File: src/rtl/clk_ctrl_pkg.sv
// Shared state encoding, default timing constants and parameter helpers
// for the core sleep/wake controller.
package clk_ctrl_pkg;

  typedef enum logic [2:0] {
    ST_GATED    = 3'd0,
    ST_WAKE     = 3'd1,
    ST_RUN      = 3'd2,
    ST_DRAIN    = 3'd3,
    ST_RES_HOLD = 3'd4
  } state_e;

  localparam int unsigned DEF_RES_DELAY     = 10;
  localparam int unsigned DEF_HOLD_CYCLES   = 2;
  localparam int unsigned DEF_DRAIN_TIMEOUT = 255;

  // A zero-length phase would make the counter load underflow, so 0 means 1.
  function automatic int unsigned at_least_one(input int unsigned v);
    return (v == 0) ? 1 : v;
  endfunction

  function automatic int unsigned max3(input int unsigned a, input int unsigned b,
                                       input int unsigned c);
    int unsigned m;
    m = (a > b) ? a : b;
    return (m > c) ? m : c;
  endfunction

endpackage

File: src/rtl/sleep_cnt.sv
// Shared down-counter for the sleep controller: load, saturating
// decrement and zero detect.
module sleep_cnt #(
  parameter int unsigned W = 4
) (
  input  logic         clk,
  input  logic         res,
  input  logic         load,
  input  logic         dec,
  input  logic [W-1:0] load_val,
  output logic         zero
);

  logic [W-1:0] cnt_d, cnt_q;

  always_comb begin
    cnt_d = cnt_q;
    if (load) begin
      cnt_d = load_val;
    end else if (dec && (cnt_q != '0)) begin
      cnt_d = cnt_q - 1'b1;
    end
  end

  // NOTE: state is written only here, with <=, so every flop samples the
  // pre-edge value of its inputs; blocking assignments belong in always_comb.
  always_ff @(posedge clk) begin
    if (res) begin
      cnt_q <= '0;
    end else begin
      cnt_q <= cnt_d;
    end
  end

  assign zero = (cnt_q == '0);

endmodule

File: src/rtl/core_sleep_ctrl.sv
// Core clock/reset sequencer: drains, resets and gates the core on sleep,
// and restarts it with a timed reset release on wake.
module core_sleep_ctrl
  import clk_ctrl_pkg::*;
#(
  parameter int unsigned RES_DELAY     = DEF_RES_DELAY,
  parameter int unsigned HOLD_CYCLES   = DEF_HOLD_CYCLES,
  parameter int unsigned DRAIN_TIMEOUT = DEF_DRAIN_TIMEOUT
) (
  input  logic clk,
  input  logic res,
  input  logic sleep_req,
  input  logic wake_req,
  input  logic core_idle,
  output logic clk_en,
  output logic core_res_n,
  output logic sleep_ack,
  output logic awake,
  output logic drain_timeout
);

  localparam int unsigned RES_D   = at_least_one(RES_DELAY);
  localparam int unsigned HOLD_C  = at_least_one(HOLD_CYCLES);
  localparam int unsigned DRAIN_T = at_least_one(DRAIN_TIMEOUT);
  localparam int unsigned CNT_W   = $clog2(max3(RES_D, HOLD_C, DRAIN_T) + 1);

  localparam logic [CNT_W-1:0] LD_WAKE  = CNT_W'(RES_D - 1);
  localparam logic [CNT_W-1:0] LD_HOLD  = CNT_W'(HOLD_C - 1);
  localparam logic [CNT_W-1:0] LD_DRAIN = CNT_W'(DRAIN_T);

  state_e           state_d, state_q;
  logic             wake_pend_d, wake_pend_q;
  logic             drain_timeout_d, drain_timeout_q;
  logic             clk_en_d, clk_en_q;
  logic             core_res_n_d, core_res_n_q;
  logic             cnt_load, cnt_dec, cnt_zero;
  logic [CNT_W-1:0] cnt_val;

  sleep_cnt #(.W(CNT_W)) u_cnt (
    .clk      (clk),
    .res      (res),
    .load     (cnt_load),
    .dec      (cnt_dec),
    .load_val (cnt_val),
    .zero     (cnt_zero)
  );

  // NOTE: every variable gets a default before the case so no path leaves
  // one unassigned, which would otherwise infer a latch.
  always_comb begin
    state_d         = state_q;
    wake_pend_d     = wake_pend_q;
    drain_timeout_d = drain_timeout_q;
    cnt_load        = 1'b0;
    cnt_dec         = 1'b0;
    cnt_val         = '0;

    case (state_q)
      ST_GATED: begin
        if (wake_req) begin
          state_d         = ST_WAKE;
          cnt_load        = 1'b1;
          cnt_val         = LD_WAKE;
          drain_timeout_d = 1'b0;
        end
      end
      ST_WAKE: begin
        if (cnt_zero) state_d = ST_RUN;
        else          cnt_dec = 1'b1;
      end
      ST_RUN: begin
        if (sleep_req) begin
          state_d  = ST_DRAIN;
          cnt_load = 1'b1;
          cnt_val  = LD_DRAIN;
        end
      end
      ST_DRAIN: begin
        // A fresh wake outranks the core going idle; timeout is the last resort.
        if (wake_req && !sleep_req) begin
          state_d = ST_RUN;
        end else if (core_idle || cnt_zero) begin
          state_d     = ST_RES_HOLD;
          cnt_load    = 1'b1;
          cnt_val     = LD_HOLD;
          wake_pend_d = 1'b0;
          if (!core_idle) drain_timeout_d = 1'b1;
        end else begin
          cnt_dec = 1'b1;
        end
      end
      ST_RES_HOLD: begin
        if (cnt_zero) begin
          if (wake_pend_q || wake_req) begin
            state_d         = ST_WAKE;
            cnt_load        = 1'b1;
            cnt_val         = LD_WAKE;
            wake_pend_d     = 1'b0;
            drain_timeout_d = 1'b0;
          end else begin
            state_d = ST_GATED;
          end
        end else begin
          cnt_dec = 1'b1;
          if (wake_req) wake_pend_d = 1'b1;
        end
      end
      default: begin
        state_d     = ST_GATED;
        wake_pend_d = 1'b0;
      end
    endcase

    // Outputs follow the next state so they register in step with it;
    // reset is released only in states where the clock also runs.
    clk_en_d     = (state_d != ST_GATED);
    core_res_n_d = (state_d == ST_RUN) || (state_d == ST_DRAIN);
  end

  always_ff @(posedge clk) begin
    if (res) begin
      state_q         <= ST_GATED;
      wake_pend_q     <= 1'b0;
      drain_timeout_q <= 1'b0;
      clk_en_q        <= 1'b0;
      core_res_n_q    <= 1'b0;
    end else begin
      state_q         <= state_d;
      wake_pend_q     <= wake_pend_d;
      drain_timeout_q <= drain_timeout_d;
      clk_en_q        <= clk_en_d;
      core_res_n_q    <= core_res_n_d;
    end
  end

  assign clk_en        = clk_en_q;
  assign core_res_n    = core_res_n_q;
  assign sleep_ack     = (state_q == ST_GATED);
  assign awake         = (state_q == ST_RUN);
  assign drain_timeout = drain_timeout_q;

endmodule

File: config.mk
export PLATFORM = sky130hd
export DESIGN_NAME = core_sleep_ctrl
export DESIGN_NICKNAME = d
export VERILOG_FILES = /design/src/rtl/clk_ctrl_pkg.sv /design/src/rtl/sleep_cnt.sv /design/src/rtl/core_sleep_ctrl.sv
export SDC_FILE = /design/constraint.sdc
export NUM_CORES = 1
export LEC_CHECK = 0
export BUFFER_PORTS_ARGS = -buffer_cell sky130_fd_sc_hd__buf_2
export CAP_MARGIN = 0
export CELL_PAD_IN_SITES_DETAIL_PLACEMENT = 1
export CELL_PAD_IN_SITES_GLOBAL_PLACEMENT = 1
export CORE_ASPECT_RATIO = 1.25
export CORE_UTILIZATION = 25
export DETAILED_ROUTE_END_ITERATION = 10
export PLACE_DENSITY = 0.55
export SYNTH_ARGS = -nofsm -noshare
export SYNTH_HDL_FRONTEND = slang
export SYNTH_HIERARCHICAL = 1
export SYNTH_SLANG_ARGS = --single-unit
export TNS_END_PERCENT = 10
File: constraint.sdc
create_clock -name clk -period 7.65 [get_ports clk]
set_clock_uncertainty 0.2 [all_clocks]
set_input_delay 0.3825 -clock clk [delete_from_list [all_inputs] [get_ports clk]]
set_output_delay 0.3825 -clock clk [all_outputs]
set_load 0.03 [all_outputs]
---- After elaboration in Yosys (flattened, before gate mapping) ----
Cells that the tools add are included.
storage, ports and cells
  bits in registers ....................... 15
  bits of input ports ..................... 5
  output and inout port bits .............. 5
  word-level logic and storage cells ...... 78
cells by class
  $add $sub $neg .......................... 1
  equality and inequality tests ........... 14
  multiplexer cells ....................... 40
  bitwise gates (word level) .............. 1
  reductions and logical operators ........ 16
operator list
  operator                                              number
  one-hot mux 8 bit (4 select lines)                    1
  two-way mux 8 bit                                     3
  two-way mux 1 bit                                     22
  two-way mux 3 bit                                     6
  one-hot mux 3 bit (5 select lines)                    1
  equality test 3 x 2 -> 1 bit (second input constant)  4
  two-way mux 4 bit                                     3
  != test 2 bit (second input constant)                 6
  logical NOT 8 bit                                     1
  nonzero test 8 bit                                    1
  subtractor 8 x 1 -> 8 bit (second input constant)     1
  AND reduction 7 bit                                   1
  != test 3 bit (second input constant)                 2
  one-hot mux 1 bit (3 select lines)                    2
  nonzero test 3 bit                                    2
  AND reduction 5 bit                                   1
  one-hot mux 1 bit (4 select lines)                    1
  equality test 3 x 1 -> 1 bit (second input constant)  1
  equality test 3 bit (second input constant)           1
  logical NOT 3 bit                                     1
  logical OR 1 bit                                      3
  OR reduction 3 bit                                    1
  logical AND 1 bit                                     2
  one-hot mux 1 bit (2 select lines)                    1
  other kinds (4)                                       4

---- Logic depth before layout (Yosys ltp) ----
  word-level depth ........................ 8
  depth in mapped cells ................... 12
  mapped depth without buffers ............ 10

---- Hierarchy ----
Netlist, hierarchy kept.
modules (own cells, without submodules)
  module           times used  cells each  area each (µm²)  seq. area each (µm²)
  sleep_cnt        1           59          515.5            160.2
  core_sleep_ctrl  1           51          421.7            140.1

---- Worst setup path after synthesis ----
OpenSTA, ideal clock, no wires.
  path type ............................... register to register
  start ................................... register u_cnt.cnt_q[2]
  end ..................................... register u_cnt.cnt_q[1]
  library setup time ...................... 0.134 ns
  data arrival time ....................... 2.624 ns
  required time ........................... 7.316 ns
  path slack .............................. 4.692 ns
  stages on the path, launching flop included .. 11
  buffers on the path ..................... 2
  clock period less this slack ............ 2.958 ns
  cell sequence ........................... dfxtp_1 -> or4_4 -> nor4_1 -> buf_4 -> and2b_1 -> o31ai_4 -> a21o_1 -> clkbuf_1 -> clkinv_1 -> nand4b_1 -> o211ai_1
on the way
  elaborated cells between the ends (all ways) .. 16
  classes of those cells .................. mux (11); reduce/logical (5)
RTL lines
  element                                                  RTL line               RTL
  start, declared                                          sleep_cnt.sv:14        logic [W-1:0] cnt_d, cnt_q;
  start signal, assigned                                   sleep_cnt.sv:31        cnt_q <= cnt_d;
  logical NOT 8 bit (*)                                    sleep_cnt.sv:35        assign zero = (cnt_q == '0);
  via cnt_zero                                             core_sleep_ctrl.sv:36  logic cnt_load, cnt_dec, cnt_zero;
  logical OR 1 bit                                         core_sleep_ctrl.sv:82  end else if (core_idle || cnt_zero) begin
  two-way mux 1 bit                                        core_sleep_ctrl.sv:82
  two-way mux 1 bit                                        core_sleep_ctrl.sv:80  if (wake_req && !sleep_req) begin
  one-hot mux 1 bit (4 select lines) (*)                   core_sleep_ctrl.sv:58  case (state_q)
  via cnt_load                                             core_sleep_ctrl.sv:36
  two-way mux 8 bit or nonzero test 2 bit (tied branches)  -
Mark *: on every way through the listed nets, which the timed path passes. The rest lies on a longest branch.
A chain may end at the register's enable or synchronous reset.

---- Worst setup path in the final report ----
Same ends and word-level chain as after synthesis.

==> impl_summary.log <==
INFO  metric share_of_cell_area_taken_by_muxes_after_synthesis = 2.27%
INFO  metric grt_antenna_before_repair = 0
INFO  metric synth-warning-count = 6
INFO  metric rsz_0062_raised_after_global_routing = no
INFO  metric cts_resized = 0
INFO  metric clock-root-buffer = clkbuf_8
INFO  metric routed_vias = 847
INFO  metric compound_cell_area_share_of_the_yosys_netlist = 27.8%
INFO  metric cts_setup_buffers = 0
INFO  metric critical_path_class = flip-flop to flip-flop
INFO  metric layoutNonFillerInstCount = 158
INFO  metric vdd.ir_drop.worst = 0.176 mV
INFO  metric cellPowerDensity = 450 nW/um2
INFO  metric final_layout_size_suffix_gt1_share = 21.8%
INFO  metric post_synth_inst_count = 110
INFO  metric transition_time_of_the_tightest_slew_check_pin = 599 ps
INFO  metric synthToLayoutAreaGrowth = 12.5%
INFO  metric fill_cells = 436
INFO  metric htree_levels = 1
INFO  metric insertedDiodeCount = 0
INFO  metric cts.clk_slew.worst_paths = 70 ps
INFO  metric synthSimpleGateAreaFrac = 26.8%
INFO  metric synth_top_family_by_area = compound AO/OA/AOI/OAI gates
INFO  metric power.leakage = 0.404 nW
INFO  metric core_region_area = 3540 um2
INFO  metric cts_made_buffers = 3
INFO  metric chipHeight = 70.5 um
INFO  metric syn-num-nets = 117
INFO  metric detailroute.wirelength.met2 = 1280 um
INFO  metric max_cap_violations = 0
INFO  metric max_freq = 0.313 GHz
INFO  metric synth_edf_count = 0
INFO  metric holdBufCountCts = 0
INFO  metric rows = 24
INFO  metric fin_setup_tns = 0 ps
INFO  metric cp.arrival = 3120 ps
INFO  metric drt-wirelength-per-cell = 15.4 um
INFO  metric synth_sequential_area_ratio = 32.0%
INFO  metric hold_viol_final = 0
INFO  metric synthDominantCellAreaShare = 32.0%
INFO  metric grt_overflow = 0
INFO  metric highest_layer = met4
INFO  metric synthAdderAreaFrac = 2.67%
INFO  metric ys.flop_type = dfxtp_1
INFO  metric post_synth_xor_area_fraction = 2.80%
INFO  metric placed_cells_incl_taps = 154
INFO  metric setup.worst_path.end_class = flip-flop
INFO  metric drt_drc_violations_left = 0
INFO  metric wirelength = 2440 um
INFO  metric initial_utilization = 26.4%
INFO  metric run_status = finished, final reports clean
INFO  metric ys_types = 44
INFO  metric report.final.setup_viol = 0
INFO  metric first_pass_detailed_route_iteration_total = 2
INFO  metric min_path_type = primary input to flip-flop
INFO  metric post-route-min-period = 3190 ps
INFO  metric vias_in_the_first_global_route = 841
INFO  metric slew_headroom = 60.1%
INFO  metric synthTopCellsByArea = dfxtp_1 (32%), nor2_1 (5.6%), a21oi_1 (5.3%)
INFO  metric postSynthRegisterBits = 15
INFO  metric design.die.area = 4000 um2
INFO  metric place_hpwl = 1820 um
INFO  metric initialDrtViolationCount = 17
INFO  metric ioPinCount = 10
INFO  metric route.detailed.vias_per_inst = 5.36
INFO  metric detail_route.wirelength.met1 = 1070 um
INFO  metric layout_worst_path_cycle_share = 41.8%
INFO  metric grtUsageTotal = 13.6%
INFO  metric final-seq-area = 300 um2
INFO  metric cp-startpoint = u_cnt/cnt_q[2]
INFO  metric worst_hold_startpoint = wake_req
INFO  metric most-common-layout-cells = dfxtp_1 (15), nor2_1 (14), a21oi_1 (10)
INFO  metric report.final.slew_viol_count = 0
INFO  metric cts_tree = done
INFO  metric tritoncts_num_sinks = 15
INFO  metric worstReg2RegStart = u_cnt/cnt_q[2]
INFO  metric design.final.nets = 127
INFO  metric clockBufferDepth = 2
INFO  metric gp_routability_congestion = 0.787
INFO  metric route.met3.wl = 46 um
INFO  metric chipWidth = 56.8 um
INFO  metric grt_start_max_net_pins = 18
INFO  metric final_common_cell = dfxtp_1
INFO  metric ant_nets = 0
INFO  metric grt_first_pass_wirelength = 4140 um
INFO  metric syn-cell-area = 937 um2
INFO  metric async_flop_share = 0%
INFO  metric clkLatencyLatePin = 250 ps
INFO  metric path_max_fanout = 12
INFO  metric worst_setup_path_start_kind = flip-flop
INFO  metric syn_area_cell = 8.52 um2
INFO  metric synth_largest_area_cell = dfxtp_1
INFO  metric placement.io_buffers = 9
INFO  metric worst_ep_required_time = 7570 ps
INFO  metric multi_input_comb_area = 584 um2
==> sequential cells by signal, summed over array words and instances, names as in the netlist <==
name and flops:
core_res_n 1, clk_en 1, state_q 3, wake_pend_q 1
u_cnt/cnt_q 8, drain_timeout 1
==> synth_stat cells (2+ instances only) <==
cell and count:
nor2_1 14, clkbuf_1 2, dfxtp_1 15, o21ai_0 4
or4_1 2, a21oi_1 10, xnor2_1 3, nor3_1 5
inv_1 5, or3_2 2, a311oi_1 2, nand2_1 4
a21o_1 3, o21ai_1 2, ha_1 2, or4_2 2
nor3b_1 3, nor2b_1 3, a211oi_1 2
==> routing by layer <==
metal,vias up,global-route usage (%)
li1,425,-
met4,0,6.50
met3,4,2.22
met5,-,0
met1,409,15.6
met2,9,24.1
==> area by class of cell <==
type	instances	area share, %
multi-input cells	84	55.4
flip-flops and latches	15	28.5
repair buffers	10	4.98
well taps	39	4.63
clock buffers	3	3.91
inverters	6	2.14
clock inverters	1	0.474
==> path summary, 6_finish.rpt <==
kind	end	depth (start not counted)	slack, ps
setup / recovery	u_cnt/cnt_q[1]	9	4460
hold / removal	wake_pend_q	3	270
setup reg to reg	u_cnt/cnt_q[1]	9	4460
hold reg to reg	u_cnt/cnt_q[5]	2	330
==> report_power, final <==
group / internal (mW) / switching (mW)
clock: 0.0361 / 0.0304
combinational: 0.114 / 0.161
sequential: 0.103 / 0.0305
==> per-stage QoR <==
step                      util, %  setup WS (ps)  cell area, um2  total power, mW  hold slack (ps)
after floorplan                 -           4690             937            0.354              255
after global placement       28.5           4580            1010            0.411              325
after detailed placement     28.5           4500            1010            0.411              318
after CTS                    29.8           4460            1050            0.482              269
after global routing         29.8           4180            1050            0.518              296
final                        29.8           4460            1050            0.475              271
==> worst max-delay path, cell delays in order, from the launching register on <==
cell      delay, ps
dfxtp_1         360
or4_4           590
nor4_1          210
buf_4           200
and2b_1         270
o31ai_4         290
a21o_1          350
clkinv_1        320
nand4b_1        180
o211ai_1         90
==> cells by family after synthesis <==
logic type,Yosys count
compound gates,34
simple gates,43
fa+ha+maj,2
mux,2
xor+xnor,3
flops,15
buf+inv,11
Note: power is estimated with default switching activity, not from simulation.
